--- config.mk ---
export PLATFORM = sky130hd
export DESIGN_NAME = div_unit_64_flat
export DESIGN_NICKNAME = d
export VERILOG_FILES = /design/src/rtl/div_unit_64_if.sv /design/src/rtl/div_unit_64.sv /design/src/flat_wrapper.sv
export SDC_FILE = /design/constraint.sdc
export NUM_CORES = 1
export LEC_CHECK = 0
export ABC_AREA = 1
export CELL_PAD_IN_SITES_DETAIL_PLACEMENT = 1
export CELL_PAD_IN_SITES_GLOBAL_PLACEMENT = 2
export CORE_MARGIN = 4
export CORE_UTILIZATION = 31
export DETAILED_ROUTE_END_ITERATION = 10
export GPL_TIMING_DRIVEN = 0
export PLACE_DENSITY_LB_ADDON = 0.2
export SYNTH_ARGS = -nofsm -noshare
export SYNTH_HDL_FRONTEND = slang
export SYNTH_SLANG_ARGS = --single-unit
export TNS_END_PERCENT = 10
--- constraint.sdc ---
create_clock -name clk -period 9.7 [get_ports clk]
set_input_delay 1.455 -clock clk [delete_from_list [all_inputs] [get_ports clk]]
set_output_delay 1.455 -clock clk [all_outputs]
set_load 0.02 [all_outputs]
--- src/rtl/div_unit_64_if.sv ---
// Request/response bundle between the issue logic and the divide unit.
interface div_unit_64_if #(
   parameter int XLEN = 64
);
   logic            start;
   logic            flush;
   logic [1:0]      op;
   logic [XLEN-1:0] a;
   logic [XLEN-1:0] b;
   logic            busy;
   logic            done;
   logic [XLEN-1:0] result;

   modport master (
      output start, flush, op, a, b,
      input  busy, done, result
   );

   modport slave (
      input  start, flush, op, a, b,
      output busy, done, result
   );
endinterface

--- src/rtl/div_unit_64.sv ---
// RV64M DIV/DIVU/REM/REMU: radix-2 restoring divider,
// one quotient bit per clock, sign fix-up in a final cycle.
module div_unit_64 #(
   parameter int XLEN = 64
) (
   input  logic        clk,
   input  logic        reset,
   div_unit_64_if.slave io
);
   localparam int CW = $clog2(XLEN);
   localparam logic [XLEN-1:0] MIN_NEG = {1'b1, {(XLEN-1){1'b0}}};

   typedef enum logic [1:0] {IDLE, CALC, FIX} state_t;

   state_t          state_q;
   logic [XLEN-1:0] rem_q;
   logic [XLEN-1:0] quo_q;
   logic [XLEN-1:0] dvs_q;
   logic [XLEN-1:0] result_q;
   logic [CW-1:0]   cnt_q;
   logic            qneg_q;
   logic            rneg_q;
   logic            isrem_q;
   logic            done_q;

   logic            sgn_op;
   logic            a_neg;
   logic            b_neg;
   logic            special;
   logic [XLEN-1:0] a_mag;
   logic [XLEN-1:0] b_mag;
   logic [XLEN-1:0] spec_res;
   logic [XLEN:0]   shifted;
   logic            ge;
   logic [XLEN-1:0] diff;
   logic [XLEN-1:0] q_fix;
   logic [XLEN-1:0] r_fix;

   always_comb begin
      sgn_op  = ~io.op[0];
      a_neg   = sgn_op & io.a[XLEN-1];
      b_neg   = sgn_op & io.b[XLEN-1];
      a_mag   = a_neg ? -io.a : io.a;
      b_mag   = b_neg ? -io.b : io.b;
      special = (io.b == '0) |
                (sgn_op & (io.a == MIN_NEG) & (io.b == '1));
      // Divide-by-zero and signed overflow use the ISA-defined results
      if (io.b == '0)
         spec_res = io.op[1] ? io.a : '1;
      else
         spec_res = io.op[1] ? '0 : io.a;
      shifted = {rem_q, quo_q[XLEN-1]};
      ge      = shifted >= {1'b0, dvs_q};
      diff    = shifted[XLEN-1:0] - dvs_q;
      q_fix   = qneg_q ? -quo_q : quo_q;
      r_fix   = rneg_q ? -rem_q : rem_q;
   end

   always_ff @(posedge clk or posedge reset) begin
      if (reset) begin
         state_q  <= IDLE;
         rem_q    <= '0;
         quo_q    <= '0;
         dvs_q    <= '0;
         result_q <= '0;
         cnt_q    <= '0;
         qneg_q   <= 1'b0;
         rneg_q   <= 1'b0;
         isrem_q  <= 1'b0;
         done_q   <= 1'b0;
      end else begin
         done_q <= 1'b0;
         if (io.flush) begin
            state_q <= IDLE;
         end else begin
            unique case (state_q)
               IDLE: begin
                  if (io.start) begin
                     if (special) begin
                        result_q <= spec_res;
                        done_q   <= 1'b1;
                     end else begin
                        rem_q   <= '0;
                        quo_q   <= a_mag;
                        dvs_q   <= b_mag;
                        qneg_q  <= a_neg ^ b_neg;
                        rneg_q  <= a_neg;
                        isrem_q <= io.op[1];
                        cnt_q   <= CW'(XLEN - 1);
                        state_q <= CALC;
                     end
                  end
               end
               CALC: begin
                  // Dividend bits shift out of quo_q as quotient bits shift in
                  if (ge) begin
                     rem_q <= diff;
                     quo_q <= {quo_q[XLEN-2:0], 1'b1};
                  end else begin
                     rem_q <= shifted[XLEN-1:0];
                     quo_q <= {quo_q[XLEN-2:0], 1'b0};
                  end
                  cnt_q <= cnt_q - 1'b1;
                  if (cnt_q == '0)
                     state_q <= FIX;
               end
               FIX: begin
                  result_q <= isrem_q ? r_fix : q_fix;
                  done_q   <= 1'b1;
                  state_q  <= IDLE;
               end
               default: state_q <= IDLE;
            endcase
         end
      end
   end

   assign io.busy   = (state_q != IDLE);
   assign io.done   = done_q;
   assign io.result = result_q;
endmodule
--- src/flat_wrapper.sv ---
// flat-port wrapper written by rule: the top's interface ports become plain ports
module div_unit_64_flat 
#(
   parameter int XLEN = 64
)
  (clk, reset, io_start, io_flush, io_op, io_a, io_b, io_busy, io_done, io_result);
  div_unit_64_if #(.XLEN(XLEN)) io_i ();
  input  logic clk;
  input  logic reset;
  input wire logic [$bits(io_i.start)-1:0] io_start;
  input wire logic [$bits(io_i.flush)-1:0] io_flush;
  input wire logic [$bits(io_i.op)-1:0] io_op;
  input wire logic [$bits(io_i.a)-1:0] io_a;
  input wire logic [$bits(io_i.b)-1:0] io_b;
  output wire logic [$bits(io_i.busy)-1:0] io_busy;
  output wire logic [$bits(io_i.done)-1:0] io_done;
  output wire logic [$bits(io_i.result)-1:0] io_result;
  assign io_i.start = io_start;
  assign io_i.flush = io_flush;
  assign io_i.op = io_op;
  assign io_i.a = io_a;
  assign io_i.b = io_b;
  assign io_busy = io_i.busy;
  assign io_done = io_i.done;
  assign io_result = io_i.result;
  div_unit_64 #(.XLEN(XLEN)) u_core (.clk(clk), .reset(reset), .io(io_i));
endmodule
==> results.ini, run 1 <==
[outcome]
run_status = finished, final reports clean

[sta]
setup_viol_count_final = 0
fmaxAchievable_mhz = 199
timing.max_slew.rel_slack = 0.212
skew_ns = 0.0291
least_margin_pin_slew_ns = 1.18
slew_violations = 0
rsz_0062_raised_after_global_routing = false
finalWorstPathRequiredPeriod_ns = 5.04
setup_tns_ns = 0
report.final.hold_viol_count = 0
worst_hold_slack_ns = 0.474
final.period_utilization = 0.519

[layout]
nNetsFinal = 5760
area.sequential_mm2 = 0.00671
num-fill-cells = 12900
fin_area_mm2 = 0.0342
mostFrequentLayoutCell = nand2_1
final_cell_mix = nand2_1, inv_1, nor2_1
drive_gt1_frac = 0.0314
finalNonFillerCells = 6839
multi_input_comb_area_mm2 = 0.0188
synthToLayoutAreaGrowth_pct = 16.9

[grt]
busiest_layer = met1
first_global_vias = 35800
grt_remaining_overflow = 0
routing_usage_on_met2 = 0.505
groute.usage.overall = 0.338
grt_util_met1 = 0.509
pin_count_of_the_biggest_net_entering_global_routing = 121
grt_first_pass_wirelength_um = 246000
grt_use_met3 = 0.0633
grt_antenna_before_repair = 5

[floorplanning]
io-pin-count = 200
start_util = 0.313
placeableCoreArea_mm2 = 0.0935
die-height_um = 315
number_of_placement_rows = 112
die_x_um = 315
die-area_mm2 = 0.0992

[yosys]
synth.cell_area_mm2 = 0.0292
synthesis.area_per_instance_um2 = 5.50
yosys.cell_types.count = 48
synthesis.nets = 5520
postSynthRegisterBits = 268
post_synthesis_instance_total = 5314
synth.yosys.seq_area_share = 0.229
yosys.area.top_type_share = 0.241
ys_warn_count = 0
synthDominantAreaCellType = nand2_1
synth.area.top_cells = nand2_1, dfrtp_1, nand3_1

[routing]
wl_per_cell_um = 25.1
drc_errors = 0
detailedRoute.firstPassIterationCount = 5
drt-initial-drc-count = 3324
drt_wl_total_um = 172000
drt-vias-per-instance = 5.31
antenna_left = 0
num_vias = 36300

[critical_path]
worst-endpoint-required_ns = 10.12
worstPathCellList = clkdlybuf4s50_1 -> inv_1 -> nand2_1 -> inv_1 -> clkbuf_1 -> clkbuf_1 -> nand2_1 -> o21ai_0 -> nand2_1 -> o21ai_0
worst-setup-path-type = primary input to register
critPathBufInv = 5
crit_family = buffers and inverters
worstPathArrival_ns = 5.46
cpMostUsedCell = nand2_1
critical_path.max_fanout = 10
crit_cells = 10
worst_reg2reg_path_depth = 18
critPathMaxStageDelay_ns = 0.94
crit_path_start_kind = primary input
worst_setup_path_end_kind = register
crit_slowest_cell = clkbuf_1

[clock_tree]
clk_pin_slew_ns = 0.06
cts_buffers = 37
cts_h_tree_depth = 2
cts_resized = 0
clkLatencyLatePin_ns = 0.59
tritoncts = yes
cts_max_path_buffers = 3
cts_hold_buffers_added = 0
cts_root_buf = clkbuf_16
post-cts-setup-buffers = 0
clock_sink_count = 268

[hold_path]
worst_hold_path_type = register to register
min_delay_path_depth = 2

[place]
port_buffers = 199
dpl-instance-area_mm2 = 0.0328
post-dp-hpwl_um = 147000
routabilityCongestion = 0.985
numPlacedInstances = 6769

[flow_run]
timing.max_cap.violations = 0

[pwr]
peakVddDrop_mv = 0.135
power.static_leakage_nw = 17.5
power.density_cell_area_mw_per_mm2 = 310

-- power breakdown --
| group | switching [mW] | internal (mW) | total (mW) | leakage [nW] |
|---|---|---|---|---|
| combinational | 5.06 | 1.98 | 7.04 | 13.4 |
| sequential | 0.488 | 1.55 | 2.04 | 3.45 |
| clock | 0.596 | 0.904 | 1.50 | 0.626 |
| total | 6.14 | 4.43 | 10.6 | 17.5 |
-- sequential cells by signal, summed over array words and instances, names as in the netlist --
name and count:
u_core.io.done 1, u_core.state_q 2, u_core.rem_q 64, u_core.dvs_q 64
u_core.rneg_q 1, u_core.quo_q 64, u_core.qneg_q 1, u_core.cnt_q 6
u_core.io.result 64, u_core.isrem_q 1
-- layer usage --
metal / vias to the layer above / routed length (um)
met1: 17800 / 83700
met5: - / 13
met4: 2 / 3240
met2: 1103 / 71400
li1: 17200 / -
met3: 151 / 13300
-- stage by stage --
stage | power (mW) | setup WS (ns) | util
CTS | 10.5 | 5.07 | 0.365
detailed placement | 8.91 | 4.43 | 0.351
floorplan | 6.04 | 0.863 | -
global route | 11.3 | 4.84 | 0.365
finish | 10.6 | 4.66 | 0.365
global placement | 8.83 | -3.24 | 0.351
-- kinds of logic (layout without fill, tap and decap cells) --
family	count (synthesis)	in the layout	share of synthesized area
xor+xnor	91	91	0.0273
other cells	0	4	0
fa+ha+maj	72	72	0.0311
simple gates	3415	3415	0.484
flops	268	268	0.229
compound gates	547	547	0.101
buf+inv	921	1188	0.127
-- worst register-to-register path: stages, from the launching register on --
cell,delay (ns)
dfrtp_1,0.37
inv_1,0.31
ha_1,0.38
nand2_1,0.15
inv_1,0.08
nand2_1,0.07
nand2_1,0.06
nand2_1,0.06
nand3_1,0.25
nand2_1,0.14
nand2_1,0.18
nand2_1,0.14
nand2_1,0.08
nand2_1,0.22
buf_2,0.35
buf_2,0.39
nand3_1,0.12
nand3_1,0.23
o21ai_0,0.14
-- path summary, 6_finish.rpt --
check / startpoint / to / slack [ns]
max: io_op[0] / u_core.qneg_q / 4.66
min: u_core.io.result[20] / u_core.io.result[20] / 0.47
max reg2reg: u_core.dvs_q[3] / u_core.rem_q[0] / 5.83
min reg2reg: u_core.io.result[20] / u_core.io.result[20] / 0.47
max in group asynchronous: reset / u_core.dvs_q[22] / 7.46
min in group asynchronous: reset / u_core.rem_q[4] / 1.27
-- cell usage after synthesis, drive strengths merged --
master,count
xor2,57
nor3,52
a21o,2
inv,737
and3,1
o31ai,4
nor3b,3
dfrtp,268
nor4,5
nand2,1887
o21ai,366
a21oi,120
clkinv,4
clkbuf,105
o21bai,8
or2,4
fa,1
o21a,2
and2,8
nor2,695
ha,71
xnor2,34
o211ai,20
nand3,659
buf,75
o22ai,20
a21boi,3
nand3b,17
nand4,83
nor2b,1
a31oi,2
-- final cells by class --
type / count / share of cell area
sequential: 268 / 0.196
clock inverter: 16 / 0.00729
buffer: 180 / 0.0271
tap: 1254 / 0.0459
timing repair buffer: 201 / 0.0599
inverter: 741 / 0.0816
antenna: 4 / 0.000293
multi-input combinational: 4125 / 0.551
clock buffer: 50 / 0.0309
Note: power is estimated with default switching activity, not from simulation.
==> run 2, diff against run 1 <==
clock period = 5.2 ns   (was 9.7 ns; I/O delays follow)
==> run 2 against run 1 <==
Clock power is 85% higher. Setup slack worse by 3.9 ns. Design area is 0.19% higher. Combinational power is 86% higher. Critical path depth is 1 higher. Clock skew is 0.011 ns higher. Sequential power is 86% higher. Largest cell class unchanged.
==> results.ini, run 2 (synthesis gave the netlist of run 1 again) <==
[critical_path]
critPathCapture = u_core.isrem_q
r2r-end = u_core.quo_q[0]
crit_path_start_kind = primary input
r2r-start = u_core.dvs_q[3]
worst_setup_path_end_kind = register
critical_path.max_fanout = 10  ; unchanged
worst_setup_path_startpoint = io_a[22]
worst-setup-path-type = primary input to register
worst-endpoint-required_ns = 5.55  ; -4.57 ns
register_to_register_setup_slack_ns = 1.32  ; -4.51 ns
worstPathArrival_ns = 4.78  ; -0.68 ns
worst_reg2reg_path_depth = 18  ; unchanged

[floorplanning]
die-area_mm2 = 0.0992  ; unchanged
io-pin-count = 200  ; unchanged
die-height_um = 315  ; unchanged
die_x_um = 315  ; unchanged
number_of_placement_rows = 112  ; unchanged
start_util = 0.313  ; unchanged
placeableCoreArea_mm2 = 0.0935  ; unchanged

[sta]
slew_violations = 0  ; unchanged
setup_viol_count_final = 0  ; unchanged
final.period_utilization = 0.853
skew_ns = 0.0406  ; +0.0114 ns
report.final.hold_viol_count = 0  ; unchanged
rsz_0062_raised_after_global_routing = false
finalWorstPathRequiredPeriod_ns = 4.44
fmaxAchievable_mhz = 225
timing.max_slew.rel_slack = 0.250  ; +0.0384
least_margin_pin_slew_ns = 1.12  ; -0.0661 ns

[grt]
grt_first_pass_wirelength_um = 241000  ; -1.9%
groute.usage.overall = 0.331  ; -0.00701
pin_count_of_the_biggest_net_entering_global_routing = 42  ; -65%
grt_antenna_before_repair = 7  ; +2
grt_remaining_overflow = 0  ; unchanged
first_global_vias = 35400  ; -0.98%

[place]
routabilityCongestion = 0.999  ; +1.5%
port_buffers = 199  ; unchanged
numPlacedInstances = 6774  ; +0.074%
post-dp-hpwl_um = 145000  ; -1.6%

[clock_tree]
tritoncts = yes
cts_buffers = 38  ; +2.7%
clock_sink_count = 268  ; unchanged
post-cts-setup-buffers = 0  ; unchanged
cts_max_path_buffers = 3  ; unchanged
cts_hold_buffers_added = 0  ; unchanged
clk_pin_slew_ns = 0.05  ; about the same
cts_resized = 0  ; unchanged
clkLatencyLatePin_ns = 0.59  ; about the same
cts_root_buf = clkbuf_16
cts_h_tree_depth = 2  ; unchanged

[routing]
drc_errors = 0  ; unchanged
detailedRoute.firstPassIterationCount = 5  ; unchanged
num_vias = 36100  ; -0.60%
drt-vias-per-instance = 5.27  ; -0.69%
wl_per_cell_um = 24.6  ; -2.0%
antenna_left = 0  ; unchanged
drt-initial-drc-count = 3211  ; -3.4%
drt_wl_total_um = 168000  ; -1.9%

[pwr]
combPwrFrac = 0.665  ; about the same
power.sequential.fraction = 0.193  ; about the same
internal-power_mw = 8.27  ; +87%
swShare = 0.579  ; -0.00230
clkPwrFrac = 0.142  ; about the same
power.static_leakage_nw = 17.5  ; +0.11%
peakVddDrop_mv = 0.265  ; +97%
power_switching_mw = 11.4  ; +85%
power.density_cell_area_mw_per_mm2 = 573  ; +85%

[layout]
drive_gt1_frac = 0.0317  ; +0.000330
final_cell_mix = nand2_1, inv_1, nor2_1
postLayoutCoreUtil = 0.366  ; +0.000696
finalNonFillerCells = 6845  ; +0.088%
num-fill-cells = 12900  ; -0.34%
nNetsFinal = 5766  ; +0.10%
synthToLayoutAreaGrowth_pct = 17.1
mostFrequentLayoutCell = nand2_1

[flow_run]
timing.max_cap.violations = 0  ; unchanged

[outcome]
run_status = finished, final reports clean

[hold_path]
worst_hold_path_type = register to register
min_delay_path_depth = 2  ; unchanged

## run 2: cell count changes in the layout (fill, tap and decap cells not counted), moves of 2 or more
cell and change:
buf_12 +7, buf_16 -2, clkbuf_1 +3, clkbuf_16 +2
clkbuf_8 -4, clkinvlp_4 +2
## run 2: power groups by stage
stage,Sequential (mW),Combinational [mW],Clock [mW]
after floorplan,3.63,7.63,0
after global placement,3.78,12.6,0
after detailed placement,3.79,12.8,0
after CTS,3.77,12.8,2.83
after global routing,3.88,14.3,2.92
final,3.79,13.1,2.78
## run 2: through the flow
stage / TNS (ns) / setup slack, ns / hold WS (ns) / instance area [um2] / total power [mW]
2_1_floorplan: 0 / 0.881 / 0.449 / 29200 / 11.3
3_3_place_gp: -405.05 / -1.58 / 0.463 / 32800 / 16.4
3_5_place_dp: 0 / 0.472 / 0.464 / 32900 / 16.6
4_1_cts: 0 / 1.06 / 0.479 / 34200 / 19.5
5_1_grt: 0 / 0.817 / 0.508 / 34200 / 21.1
6_report: 0 / 0.764 / 0.473 / 34200 / 19.6
## run 2: final cells by class
cell class                      count  area, um2  area share
Clock buffer                       51       1060      0.0310
Antenna cell                        5       12.5    0.000366
Tap cell                         1254       1570      0.0458
Buffer                            180        926      0.0271
Inverter                          741       2790      0.0814
Clock inverter                     15        224     0.00654
Timing Repair Buffer              206       2130      0.0623
Sequential cell                   268       6710       0.196
Multi-Input combinational cell   4125      18800       0.550
## run 2: critical path, stage by stage
cell             delay [ns]
clkdlybuf4s50_1        0.56
nor2_1                 0.23
nand2_1                0.25
nor2_1                 0.74
nand3_4                0.18
nor2_4                 0.17
nand2_2                0.12
nand3_2                0.16
nor2_1                 0.17
clkbuf_1               0.44
o21ai_0                0.96
## run 2: layer usage
metal  track usage  up-vias  wire (um)
met1         0.486    17600      80900
met4        0.0513        2       2650
li1              -    17300          -
met3        0.0786      133      13800
met2         0.500     1106      71100
met5             0        -         13
## run 2: how the worst min path moves through the flow
| stage | startpoint | to | slack [ns] |
|---|---|---|---|
| finish | u_core.io.result[17] | u_core.io.result[17] | 0.47 |
| global route | u_core.io.result[16] | u_core.io.result[16] | 0.51 |
| CTS | u_core.io.result[18] | u_core.io.result[18] | 0.48 |
| detailed placement | u_core.io.result[18] | u_core.io.result[18] | 0.46 |
| global placement | u_core.io.result[15] | u_core.io.result[15] | 0.46 |
| floorplan | u_core.dvs_q[31] | u_core.dvs_q[31] | 0.45 |
